[config.mk]
export PLATFORM = sky130hd
export DESIGN_NAME = lap_recorder_flat
export DESIGN_NICKNAME = d
export VERILOG_FILES = /design/src/rtl/counter_pkg.sv /design/src/rtl/lap_recorder_if.sv /design/src/rtl/lap_store.sv /design/src/rtl/lap_recorder.sv /design/src/flat_wrapper.sv
export SDC_FILE = /design/constraint.sdc
export NUM_CORES = 1
export LEC_CHECK = 0
export ABC_AREA = 1
export BUFFER_PORTS_ARGS = -buffer_cell sky130_fd_sc_hd__buf_4
export CAP_MARGIN = 20
export CORE_MARGIN = 2
export CORE_UTILIZATION = 61
export CTS_BUF_LIST = sky130_fd_sc_hd__clkbuf_2
export DETAILED_ROUTE_END_ITERATION = 8
export PLACE_DENSITY = 0.81
export SLEW_MARGIN = 20
export SYNTH_ARGS = -nofsm -noshare
export SYNTH_HDL_FRONTEND = slang
export SYNTH_SLANG_ARGS = --single-unit
[constraint.sdc]
create_clock -name clk_core -period 2.7 [get_ports clk_core]
set_input_delay 0.81 -clock clk_core [delete_from_list [all_inputs] [get_ports clk_core]]
set_output_delay 0.81 -clock clk_core [all_outputs]
set_load 0.01 [all_outputs]
[src/rtl/counter_pkg.sv]
// Shared types for the stopwatch lap recorder: display FSM states and the
// 24-bit lap timestamp {min, sec, ms_10}.
package counter_pkg;

    localparam int FIELD_W = 8;
    localparam int TIME_W  = 3 * FIELD_W;

    typedef enum logic {
        LIVE = 1'b0,
        VIEW = 1'b1
    } lap_state_e;

    typedef struct packed {
        logic [FIELD_W-1:0] min;
        logic [FIELD_W-1:0] sec;
        logic [FIELD_W-1:0] ms_10;
    } lap_time_t;

endpackage

[src/rtl/lap_recorder_if.sv]
// Control strobes, live time in, displayed time and lap status out.
interface lap_recorder_if #(
    parameter int DEPTH = 4
);
    localparam int IDX_W = $clog2(DEPTH);

    logic             run_en;
    logic             clear;
    logic             rec_pulse;
    logic             view_pulse;
    logic [7:0]       min_i;
    logic [7:0]       sec_i;
    logic [7:0]       ms_10_i;
    logic [7:0]       min_o;
    logic [7:0]       sec_o;
    logic [7:0]       ms_10_o;
    logic [IDX_W-1:0] lap_idx;
    logic [IDX_W:0]   lap_cnt;
    logic             viewing;
    logic             full;
    logic             overflow;

    modport master (
        output run_en, clear, rec_pulse, view_pulse, min_i, sec_i, ms_10_i,
        input  min_o, sec_o, ms_10_o, lap_idx, lap_cnt, viewing, full, overflow
    );

    modport slave (
        input  run_en, clear, rec_pulse, view_pulse, min_i, sec_i, ms_10_i,
        output min_o, sec_o, ms_10_o, lap_idx, lap_cnt, viewing, full, overflow
    );

endinterface

[src/rtl/lap_store.sv]
// DEPTH x 24-bit lap register file: one synchronous write port, one
// combinational read port. Contents are not reset.
module lap_store
    import counter_pkg::*;
#(
    parameter  int DEPTH = 4,
    localparam int IDX_W = $clog2(DEPTH)
) (
    input  logic             clk,
    input  logic             i_we,
    input  logic [IDX_W-1:0] i_waddr,
    input  lap_time_t        i_wdata,
    input  logic [IDX_W-1:0] i_raddr,
    output lap_time_t        o_rdata
);

    lap_time_t r_mem [DEPTH];

    always_ff @(posedge clk) begin
        if (i_we) begin
            r_mem[i_waddr] <= i_wdata;
        end
    end

    assign o_rdata = r_mem[i_raddr];

endmodule

[src/rtl/lap_recorder.sv]
// Stopwatch lap recorder: captures up to DEPTH lap times and lets the user
// step through them; all outputs registered with one cycle of latency.
module lap_recorder
    import counter_pkg::*;
#(
    parameter int DEPTH = 4
) (
    input  logic          clk_core,
    input  logic          rst,
    lap_recorder_if.slave bus
);

    localparam int              IDX_W   = $clog2(DEPTH);
    localparam int              CNT_W   = IDX_W + 1;
    localparam logic [CNT_W-1:0] CNT_MAX = CNT_W'(DEPTH);

    lap_state_e       r_state;
    lap_state_e       w_state_nxt;
    logic [IDX_W-1:0] r_lap_idx;
    logic [IDX_W-1:0] w_lap_idx_nxt;
    logic [CNT_W-1:0] r_lap_cnt;
    logic [CNT_W-1:0] w_lap_cnt_nxt;
    logic             r_overflow;
    logic             w_overflow_nxt;
    logic             r_viewing;
    logic             r_full;
    lap_time_t        r_disp;
    lap_time_t        w_disp_nxt;
    lap_time_t        w_live;
    lap_time_t        w_rd;
    logic             w_rec_ok;
    logic             w_rec_drop;
    logic             w_cnt_nz;
    logic             w_view_last;

    assign w_live      = {bus.min_i, bus.sec_i, bus.ms_10_i};
    assign w_rec_ok    = bus.rec_pulse & bus.run_en & (r_lap_cnt != CNT_MAX);
    assign w_rec_drop  = bus.rec_pulse & bus.run_en & (r_lap_cnt == CNT_MAX);
    assign w_cnt_nz    = (r_lap_cnt != '0);
    // View decisions always use the count from before this cycle's capture.
    assign w_view_last = ({1'b0, r_lap_idx} == (r_lap_cnt - CNT_W'(1)));

    lap_store #(
        .DEPTH (DEPTH)
    ) u_store (
        .clk     (clk_core),
        .i_we    (w_rec_ok & ~bus.clear),
        .i_waddr (r_lap_cnt[IDX_W-1:0]),
        .i_wdata (w_live),
        .i_raddr (w_lap_idx_nxt),
        .o_rdata (w_rd)
    );

    always_ff @(posedge clk_core or negedge rst) begin
        if (!rst) begin
            r_state <= LIVE;
        end else begin
            r_state <= w_state_nxt;
        end
    end

    always_comb begin
        w_state_nxt = r_state;
        if (bus.clear) begin
            w_state_nxt = LIVE;
        end else begin
            case (r_state)
                LIVE:    if (bus.view_pulse && w_cnt_nz)    w_state_nxt = VIEW;
                VIEW:    if (bus.view_pulse && w_view_last) w_state_nxt = LIVE;
                default: w_state_nxt = LIVE;
            endcase
        end
    end

    always_comb begin
        w_lap_cnt_nxt  = r_lap_cnt;
        w_lap_idx_nxt  = r_lap_idx;
        w_overflow_nxt = r_overflow;
        if (bus.clear) begin
            w_lap_cnt_nxt  = '0;
            w_lap_idx_nxt  = '0;
            w_overflow_nxt = 1'b0;
        end else begin
            if (w_rec_ok)   w_lap_cnt_nxt  = r_lap_cnt + CNT_W'(1);
            if (w_rec_drop) w_overflow_nxt = 1'b1;
            if (bus.view_pulse) begin
                if (r_state == LIVE || w_view_last) w_lap_idx_nxt = '0;
                else                                w_lap_idx_nxt = r_lap_idx + IDX_W'(1);
            end
        end
        w_disp_nxt = (w_state_nxt == VIEW) ? w_rd : w_live;
    end

    always_ff @(posedge clk_core or negedge rst) begin
        if (!rst) begin
            r_lap_cnt  <= '0;
            r_lap_idx  <= '0;
            r_overflow <= 1'b0;
            r_viewing  <= 1'b0;
            r_full     <= 1'b0;
            r_disp     <= '0;
        end else begin
            r_lap_cnt  <= w_lap_cnt_nxt;
            r_lap_idx  <= w_lap_idx_nxt;
            r_overflow <= w_overflow_nxt;
            r_viewing  <= (w_state_nxt == VIEW);
            r_full     <= (w_lap_cnt_nxt == CNT_MAX);
            r_disp     <= w_disp_nxt;
        end
    end

    assign bus.min_o    = r_disp.min;
    assign bus.sec_o    = r_disp.sec;
    assign bus.ms_10_o  = r_disp.ms_10;
    assign bus.lap_idx  = r_lap_idx;
    assign bus.lap_cnt  = r_lap_cnt;
    assign bus.viewing  = r_viewing;
    assign bus.full     = r_full;
    assign bus.overflow = r_overflow;

endmodule

[src/flat_wrapper.sv]
// flat-port wrapper written by rule: the top's interface ports become plain ports
module lap_recorder_flat import counter_pkg::*;
#(
    parameter int DEPTH = 4
)
  (clk_core, rst, bus_run_en, bus_clear, bus_rec_pulse, bus_view_pulse, bus_min_i, bus_sec_i, bus_ms_10_i, bus_min_o, bus_sec_o, bus_ms_10_o, bus_lap_idx, bus_lap_cnt, bus_viewing, bus_full, bus_overflow);
  lap_recorder_if #(.DEPTH(DEPTH)) bus_i ();
  input  logic clk_core;
  input  logic rst;
  input wire logic [$bits(bus_i.run_en)-1:0] bus_run_en;
  input wire logic [$bits(bus_i.clear)-1:0] bus_clear;
  input wire logic [$bits(bus_i.rec_pulse)-1:0] bus_rec_pulse;
  input wire logic [$bits(bus_i.view_pulse)-1:0] bus_view_pulse;
  input wire logic [$bits(bus_i.min_i)-1:0] bus_min_i;
  input wire logic [$bits(bus_i.sec_i)-1:0] bus_sec_i;
  input wire logic [$bits(bus_i.ms_10_i)-1:0] bus_ms_10_i;
  output wire logic [$bits(bus_i.min_o)-1:0] bus_min_o;
  output wire logic [$bits(bus_i.sec_o)-1:0] bus_sec_o;
  output wire logic [$bits(bus_i.ms_10_o)-1:0] bus_ms_10_o;
  output wire logic [$bits(bus_i.lap_idx)-1:0] bus_lap_idx;
  output wire logic [$bits(bus_i.lap_cnt)-1:0] bus_lap_cnt;
  output wire logic [$bits(bus_i.viewing)-1:0] bus_viewing;
  output wire logic [$bits(bus_i.full)-1:0] bus_full;
  output wire logic [$bits(bus_i.overflow)-1:0] bus_overflow;
  assign bus_i.run_en = bus_run_en;
  assign bus_i.clear = bus_clear;
  assign bus_i.rec_pulse = bus_rec_pulse;
  assign bus_i.view_pulse = bus_view_pulse;
  assign bus_i.min_i = bus_min_i;
  assign bus_i.sec_i = bus_sec_i;
  assign bus_i.ms_10_i = bus_ms_10_i;
  assign bus_min_o = bus_i.min_o;
  assign bus_sec_o = bus_i.sec_o;
  assign bus_ms_10_o = bus_i.ms_10_o;
  assign bus_lap_idx = bus_i.lap_idx;
  assign bus_lap_cnt = bus_i.lap_cnt;
  assign bus_viewing = bus_i.viewing;
  assign bus_full = bus_i.full;
  assign bus_overflow = bus_i.overflow;
  lap_recorder #(.DEPTH(DEPTH)) u_core (.clk_core(clk_core), .rst(rst), .bus(bus_i));
endmodule
* After elaboration in Yosys (flattened, before gate mapping)
Memory sizes are Yosys's and may differ from the RTL's. Index checks and enable logic that the tools add are counted.
Operators by class: add/subtract/negate cells 3, multiply operators 0, div/mod/pow operators 0, $lt $le $gt $ge 0, equal/unequal tests 4, shifts and indexed selects 0, mux-type cells 14, bitwise operators 6, reduce and logical (&&, ||, !) cells 5
Operator list (number):
- 24-bit two-way mux | 1
- 1-bit two-way mux | 7
- 3-bit == test, second input constant | 2
- 2-bit two-way mux | 3
- 3-bit two-way mux | 2
- 1-bit bitwise AND | 4
- 3-bit by 1-bit adder with 3-bit output, second input constant | 1
- 2-bit by 3-bit == test with 1-bit output | 1
- 3-bit inequality test, second input constant | 1
- 3-bit nonzero test | 1
- 3-bit by 1-bit subtractor with 3-bit output, second input constant | 1
- 2-bit by 1-bit adder with 2-bit output, second input constant | 1
- 1-bit logical AND | 2
- 1-bit inverter | 2
- 1-bit case mux with 2 select lines | 1
- 2-bit nonzero test | 1
- 1-bit logical OR | 1
Word-level totals: register bits after elaboration 32, latch bits 0, RAM bits 96, memory bits (read-only) 0, input port bits 30, output and inout port bits 32, word-level logic and storage cells 41, memories kept 1
Memory list:
- u_core.u_store.r_mem | words 4, bits a word 24, rd ports 1, clocked after memory_dff 0, wr ports 1, line lap_store.sv:17 | lap_time_t r_mem [DEPTH];

* Logic depth before layout (Yosys ltp)
Gate-level depths: netlist of the first run. An unclocked memory read counts as a cell.
word-level depth 8, mapped depth 14, gate-level depth less buffers 13

* Modules after synthesis
A second synthesis of the first run with hierarchy kept.
Unflattened totals: cells, all modules 550, area total of the unflattened synthesis 5617.9 um2
Modules (own cells, without submodules):
- lap_store | instances 1, cells each 384, area an instance 4057.6 um2, sequential area each 2882.8 um2
- lap_recorder | instances 1, cells each 166, area an instance 1560.2 um2, sequential area each 800.8 um2

* Worst setup path before layout of the first run
OpenSTA, ideal clock, no wires.
kind input -> register, from input port bus_rec_pulse, to memory u_core.u_store.r_mem[1][0] in the netlist's numbering, enable pin, setup time 0.405 ns, data arrival time 2.181 ns, required time 2.295 ns, path slack 0.114 ns, stages 6, buffers on the path 0, cell sequence nand2_1 -> inv_1 -> nand2_1 -> inv_1 -> nand2_1 -> nor2_1
On the way: cells in the longest elaborated chain, start to end 5
RTL lines:
- start: declaration | line flat_wrapper.sv:12 | input wire logic [$bits(bus_i.rec_pulse)-1:0] bus_rec_pulse;
- 1-bit bitwise AND (2 in a row) | line lap_recorder.sv:37 | assign w_rec_ok = bus.rec_pulse & bus.run_en & (r_lap_cnt != CNT_MAX);
- 1-bit bitwise AND | line lap_recorder.sv:47 | .i_we (w_rec_ok & ~bus.clear),
- 1-bit two-way mux | line lap_store.sv:20 | if (i_we) begin
- 1-bit two-way mux (implied by the code) | line lap_store.sv:21 | r_mem[i_waddr] <= i_wdata;
- end: declaration | line lap_store.sv:17
No other way between the ends.

==> flow_summary.json, run 1 <==
{
  "floorplan.initialDensity_pct": 63.70,
  "crit_slowest_cell": "dfrtp_1",
  "slew_headroom_pct": 61.68,
  "grt_start_max_net_pins": 49,
  "tightest_slew_ns": 0.5741,
  "cp_max_fo": 25,
  "grt_util_all_layers_pct": 24.47,
  "final_cells": 745,
  "skew_ns": 0.03724,
  "seq_area_frac_synth_pct": 65.67,
  "cts-root-buf": "clkbuf_2",
  "synthTopCellsByArea": "edfxtp_1, dfrtp_1, nand2_1, inv_1, nand4_1",
  "cts_sinks": 128,
  "antennaDiodeCount": 0,
  "ys_types": 24,
  "r2r_start": "u_core.bus.lap_cnt[0]",
  "ctsResizeCount": 0,
  "reg2reg_slack_ns": 0.30,
  "routed_wirelength_um": 11430,
  "ioPinCount": 62,
  "p_int_w": 0.002877,
  "final_nets": 659,
  "finalSetupTns_ns": 0,
  "leakage_nw": 2.996,
  "cts_made_buffers": 17,
  "rows": 34,
  "r2r_cells": 13,
  "finalSetupViolCount": 0,
  "hold_path.class": "input pin to asynchronous set/reset pin",
  "clock_path_buffers": 2,
  "comb_power_share_pct": 10.9,
  "cts_setup_buffers": 0,
  "yosysTopAreaCell": "edfxtp_1",
  "reg2reg_to": "u_core.bus.ms_10_o[2]",
  "routedWlPerCell_um": 15.34,
  "drv_cap": 0,
  "final_util_pct": 72.89,
  "p_sw_w": 0.001015,
  "max_stage_delay_ns": 0.52,
  "io_buffer_count": 61,
  "layout_worst_path_cycle_share_pct": 88.74,
  "syn2layout_area_growth_pct": 14.43,
  "cts_tree": "yes",
  "p_per_area_mw_per_mm2": 606.4,
  "endpoint_kind": "flip-flop",
  "required_ns": 3.30,
  "power_frac_clock_pct": 32.4,
  "grt_setup_unrepaired": "no",
  "startpoint": "u_core.bus.lap_cnt[0]",
  "syn_inst": 559,
  "drtPass1Iterations": 6,
  "path_clk_slew_ns": 0.22,
  "die_w_um": 99.89,
  "vias": 3973,
  "fmax_mhz": 417.4,
  "grt_pass1_wl_um": 18580,
  "place_inst": 713,
  "yosys_register_bits": 128,
  "overflow": 0,
  "maxSlewViolCount": 0,
  "synth_top_area_share_pct": 51.39,
  "netlist_area_mm2": 0.005609,
  "critPathTopFamily": "simple AND/OR/NAND/NOR gates",
  "hold_buffers": 0,
  "path_class": "flip-flop to flip-flop",
  "drive_gt1_share_pct": 18.84,
  "critPathBufInv": 2,
  "synth_nets": 594,
  "route.detailed.drc": 0,
  "worstPathArrival_ns": 3.00,
  "ys_warn_count": 0,
  "cts_htree_levels": 4,
  "ant_nets": 0,
  "clock_latency_ns": 0.67,
  "hold_viol": 0,
  "place_ws_ns": 0.2995,
  "drtIter0Drc": 208,
  "critPathMostFrequentCell": "nand2_1",
  "syn_area_per_cell_um2": 10.03,
  "core_area_mm2": 0.008806,
  "fin_crit_ns": 2.396,
  "p_sw_share_pct": 26.07,
  "seqPwrFrac_pct": 56.6,
  "fin_ws_ns": 0.3040,
  "hpwl_um": 6783,
  "antenna_found_initial": 0,
  "cp_cell_sequence": "inv_1 -> ha_1 -> inv_1 -> nand2_1 -> nand2_1 -> nor2_2 -> nand2_2 -> nand3_2 -> nand2_1 -> nand3_1 -> nand2_1 -> nand2_1 -> nand2_1",
  "die-area_mm2": 0.009978,
  "avgViaCountPerCell": 5.333,
  "run_status": "finished clean",
  "grt_pass1_vias": 3887,
  "hold_slack_ns": 0.05107,
  "setup.worst_path.start_class": "flip-flop",
  "fp.dieH_um": 99.89,
  "ir_worst_vdd_mv": 0.5039,
  "globalplace.congestion": 0.8340
}
==> state kept, by name (all words and copies together), names as in the netlist <==
register,flops
u_core.bus.sec_o,8
u_core.bus.lap_idx,2
u_core.bus.ms_10_o,8
u_core.bus.full,1
u_core.bus.lap_cnt,3
u_core.r_state,1
u_core.bus.min_o,8
u_core.u_store.r_mem,96
u_core.bus.overflow,1
==> placed cells by master, fill, tap and decap left out, drive strengths merged <==
cell,netlist,routed
nand2,162,162
edfxtp,96,96
inv,90,94
buf,21,74
nor2,61,61
nand4,48,48
dfrtp,32,32
nand3,27,27
clkbuf,7,18
clkinv,0,6
ha,5,5
o21ai,4,4
a21oi,3,3
bufinv,0,3
o211ai,1,1
nor3,1,1
a31oi,1,1
clkinvlp,0,1
==> cell usage after synthesis (all sizes together) <==
cell type	n
nand3	27
nand4	48
nor2	61
o211ai	1
inv	90
a21oi	3
nor3	1
ha	5
dfrtp	32
a31oi	1
o21ai	4
clkbuf	7
nand2	162
edfxtp	96
buf	21
==> power groups by stage <==
stage	logic (W)	clock network (W)	registers, W
3_3_place_gp	0.000411	0	0.00225
5_1_grt	0.000473	0.00136	0.00221
6_report	0.000425	0.00126	0.00220
2_1_floorplan	0.000209	0	0.00227
4_1_cts	0.000425	0.00129	0.00220
3_5_place_dp	0.000422	0	0.00225
==> kinds of logic after synthesis <==
group                    after synthesis  share of synthesized area (%)
AND/OR/NAND/NOR                      299                          23.18
flip-flops                           128                          65.67
AO/OA/AOI/OAI                          9                          1.071
buffers and inverters                118                          8.967
adder cells (fa/ha/maj)                5                          1.115
==> worst max-delay path by stage <==
stage | to | slack, ns | cells past startpoint
3_5_place_dp | u_core.bus.ms_10_o[2] | 0.30 | 8
4_1_cts | u_core.bus.ms_10_o[2] | 0.29 | 13
3_3_place_gp | u_core.bus.min_o[5] | 0.38 | 8
6_report | u_core.bus.ms_10_o[2] | 0.30 | 13
2_1_floorplan | u_core.u_store.r_mem[1][0] | 0.11 | 6
5_1_grt | u_core.bus.ms_10_o[6] | 0.07 | 13
==> per-layer routing <==
metal	vias to the layer above	global-route usage, %	share of wire, %
li1	1947	-	-
met1	1871	30.29	40
met2	142	41.94	52
met3	13	6.198	5.9
met4	0	9.062	1.4
met5	-	0	0
==> final cells by class <==
type                    count  area, um^2
clock buffers              18       90.09
clock inverters            14       181.4
fillers                   627        2387
inverters                  90       337.8
multi-input cells         313        1435
flip-flops and latches    128        3684
well taps                 108       135.1
repair buffers             74       555.5
==> through the flow <==
step	total power (W)	cell area, um^2
2_1_floorplan	0.002477	5609
3_3_place_gp	0.002657	6147
3_5_place_dp	0.002669	6147
4_1_cts	0.003915	6419
5_1_grt	0.004042	6419
6_report	0.003892	6419
(Power assumes the default switching activity.)
==> inputs of run 2 (changes only) <==
--- a/config.mk
+++ b/config.mk
@@ -14,2 +14,3 @@
 export DETAILED_ROUTE_END_ITERATION = 8
+export MAX_ROUTING_LAYER = met4
 export PLACE_DENSITY = 0.81
==> constraint.sdc (replaced) <==
create_clock -name clk_core -period 2.7 [get_ports clk_core]
set_input_delay 0.27 -clock clk_core [delete_from_list [all_inputs] [get_ports clk_core]]
set_output_delay 0.27 -clock clk_core [all_outputs]
set_load 0.01 [all_outputs]
==> run 2 against run 1 <==
Core utilization is 2.5 points higher. Count of clock-buffer cells in the layout increased by 1. First-iteration DRC count increased by 45%. Flip-flop and latch count is the same. Critical endpoint is now u_core.bus.sec_o[0]. Largest cell class unchanged. Largest power group unchanged.
==> flow_summary.json, run 2 (same netlist as run 1, synthesis figures left out) <==
{
  "seqPwrFrac_pct": 60.3,
  "clock_latency_ns": 0.64,
  "p_sw_w": 0.0009755,
  "setup.worst_path.start_class": "flip-flop",
  "maxSlewViolCount": 0,
  "routedWlPerCell_um": 15.90,
  "drtIter0Drc": 301,
  "finalSetupViolCount": 0,
  "finalSetupTns_ns": 0,
  "hold_start": "bus_rec_pulse",
  "cts_tree": "yes",
  "die-area_mm2": 0.009978,
  "hold_depth": 5,
  "core_area_mm2": 0.008806,
  "endpoint_kind": "flip-flop",
  "reg2reg_slack_ns": 0.22,
  "route.detailed.drc": 0,
  "r2r_start": "u_core.bus.lap_cnt[0]",
  "largest_reg_flops": 96,
  "ir_worst_vdd_mv": 0.3952,
  "hold_path.class": "input pin to flip-flop",
  "grt_util_all_layers_pct": 26.91,
  "die_w_um": 99.89,
  "path_class": "flip-flop to flip-flop",
  "drtPass1Iterations": 5,
  "cts-root-buf": "clkbuf_2",
  "hold_viol": 0,
  "antenna_found_initial": 1,
  "ioPinCount": 62,
  "fmax_mhz": 403.4,
  "final_cell_area_mm2": 0.006636,
  "mostFrequentLayoutCells": "nand2_1, edfxtp_1, inv_1",
  "io_buffer_count": 61,
  "floorplan.initialDensity_pct": 63.70,
  "grt_pass1_wl_um": 19750,
  "fillCellCount": 585,
  "ant_nets": 0,
  "p_per_area_mw_per_mm2": 551.8,
  "ctsResizeCount": 0,
  "required_ns": 3.28,
  "final_util_pct": 75.36,
  "final_nets": 687,
  "run_status": "finished clean",
  "grt_pass1_vias": 4105,
  "overflow": 0,
  "layout_worst_path_cycle_share_pct": 91.81,
  "drv_cap": 0,
  "cp_max_fo": 25,
  "globalplace.congestion": 0.8763,
  "worstPathArrival_ns": 3.06,
  "cts_setup_buffers": 0,
  "cts_sinks": 128,
  "hpwl_um": 7024,
  "largest_register": "u_core.u_store.r_mem",
  "dpl-instance-area_mm2": 0.006160,
  "whs_endpoint": "u_core.bus.lap_cnt[1]",
  "final_common_cell": "nand2_1",
  "cts_htree_levels": 4,
  "r2r_cells": 13,
  "routed_wirelength_um": 12300,
  "tightest_slew_ns": 0.6565,
  "clock_path_buffers": 2,
  "reg2reg_to": "u_core.bus.sec_o[0]",
  "syn2layout_area_growth_pct": 18.31,
  "grt_setup_unrepaired": "no",
  "path_clk_slew_ns": 0.20,
  "fin_crit_ns": 2.479,
  "rows": 34,
  "avgViaCountPerCell": 5.426,
  "comb_power_share_pct": 12.7,
  "slew_headroom_pct": 56.18,
  "place_ws_ns": 0.3386,
  "hold_buffers": 28,
  "skew_ns": 0.04236,
  "p_int_w": 0.002686,
  "p_sw_share_pct": 26.64,
  "vias": 4200,
  "leakage_nw": 3.077,
  "hold_slack_ns": 0.07107,
  "cts_made_buffers": 17,
  "grt_start_max_net_pins": 50,
  "power_frac_clock_pct": 27.0,
  "fp.dieH_um": 99.89,
  "fin_ws_ns": 0.2210,
  "drive_gt1_share_pct": 17.59
}
## run 2: cell count changes in the layout (fill, tap and decap cells not counted)
cell,previous run,this run
clkinv_2,1,4
clkinv_1,0,3
diode_2,0,1
clkinvlp_4,1,5
clkinv_4,5,0
inv_6,4,0
bufinv_16,3,1
buf_12,0,1
buf_4,74,73
clkbuf_2,18,19
dlygate4sd3_1,0,28
## run 2: metal layers
metal  up-vias  wire length [um]  track usage (%)
met5         -                 0                -
met4         0               221            10.85
li1       2005                 -                -
met2       171              6491            45.48
met1      1997              4824            31.96
met3        27               765            5.432
## run 2: cell type report
type / count / area [um^2] / area share [%]
diodes: 1 / 2.502 / 0.03771
clock buffers: 19 / 95.09 / 1.433
multi-input cells: 313 / 1435 / 21.63
flip-flops and latches: 128 / 3684 / 55.51
well taps: 108 / 135.1 / 2.036
inverters: 90 / 337.8 / 5.091
clock inverters: 13 / 98.84 / 1.489
repair buffers: 102 / 848.3 / 12.78
## run 2: worst max path at each step
| stage | start | end | slack (ns) |
|---|---|---|---|
| 2_1_floorplan | u_core.bus.lap_cnt[0] | u_core.u_store.r_mem[1][0] | 0.16 |
| 3_3_place_gp | u_core.bus.lap_cnt[0] | u_core.bus.sec_o[4] | 0.48 |
| 3_5_place_dp | u_core.bus.lap_cnt[0] | u_core.bus.min_o[4] | 0.34 |
| 4_1_cts | u_core.bus.lap_cnt[0] | u_core.bus.sec_o[7] | 0.29 |
| 5_1_grt | u_core.bus.lap_cnt[0] | u_core.bus.min_o[4] | 0.006 |
| 6_report | u_core.bus.lap_cnt[0] | u_core.bus.sec_o[0] | 0.22 |
## run 2: power by group through the flow
stage | clock network [W] | registers (W) | logic, W
5_1_grt | 0.00110 | 0.00221 | 0.000512
3_5_place_dp | 0 | 0.00225 | 0.000426
2_1_floorplan | 0 | 0.00227 | 0.000209
6_report | 0.000990 | 0.00221 | 0.000465
3_3_place_gp | 0 | 0.00225 | 0.000409
4_1_cts | 0.00100 | 0.00221 | 0.000460
## run 2: per-stage QoR
stage,cells,power [W]
2_1_floorplan,559,0.002477
3_3_place_gp,713,0.002657
3_5_place_dp,713,0.002675
4_1_cts,773,0.003670
5_1_grt,774,0.003824
6_report,774,0.003662
## run 2: worst max-delay path, stage by stage, from the launching register on
cell and delay (ns):
dfrtp_1 0.50, inv_1 0.12, ha_1 0.34, inv_1 0.07, nand2_1 0.04, nand2_1 0.07
nor2_2 0.04, nand2_2 0.14, nand3_2 0.53, nand2_1 0.20, nand3_1 0.10, nand2_1 0.09
nand2_1 0.06, nand2_1 0.13
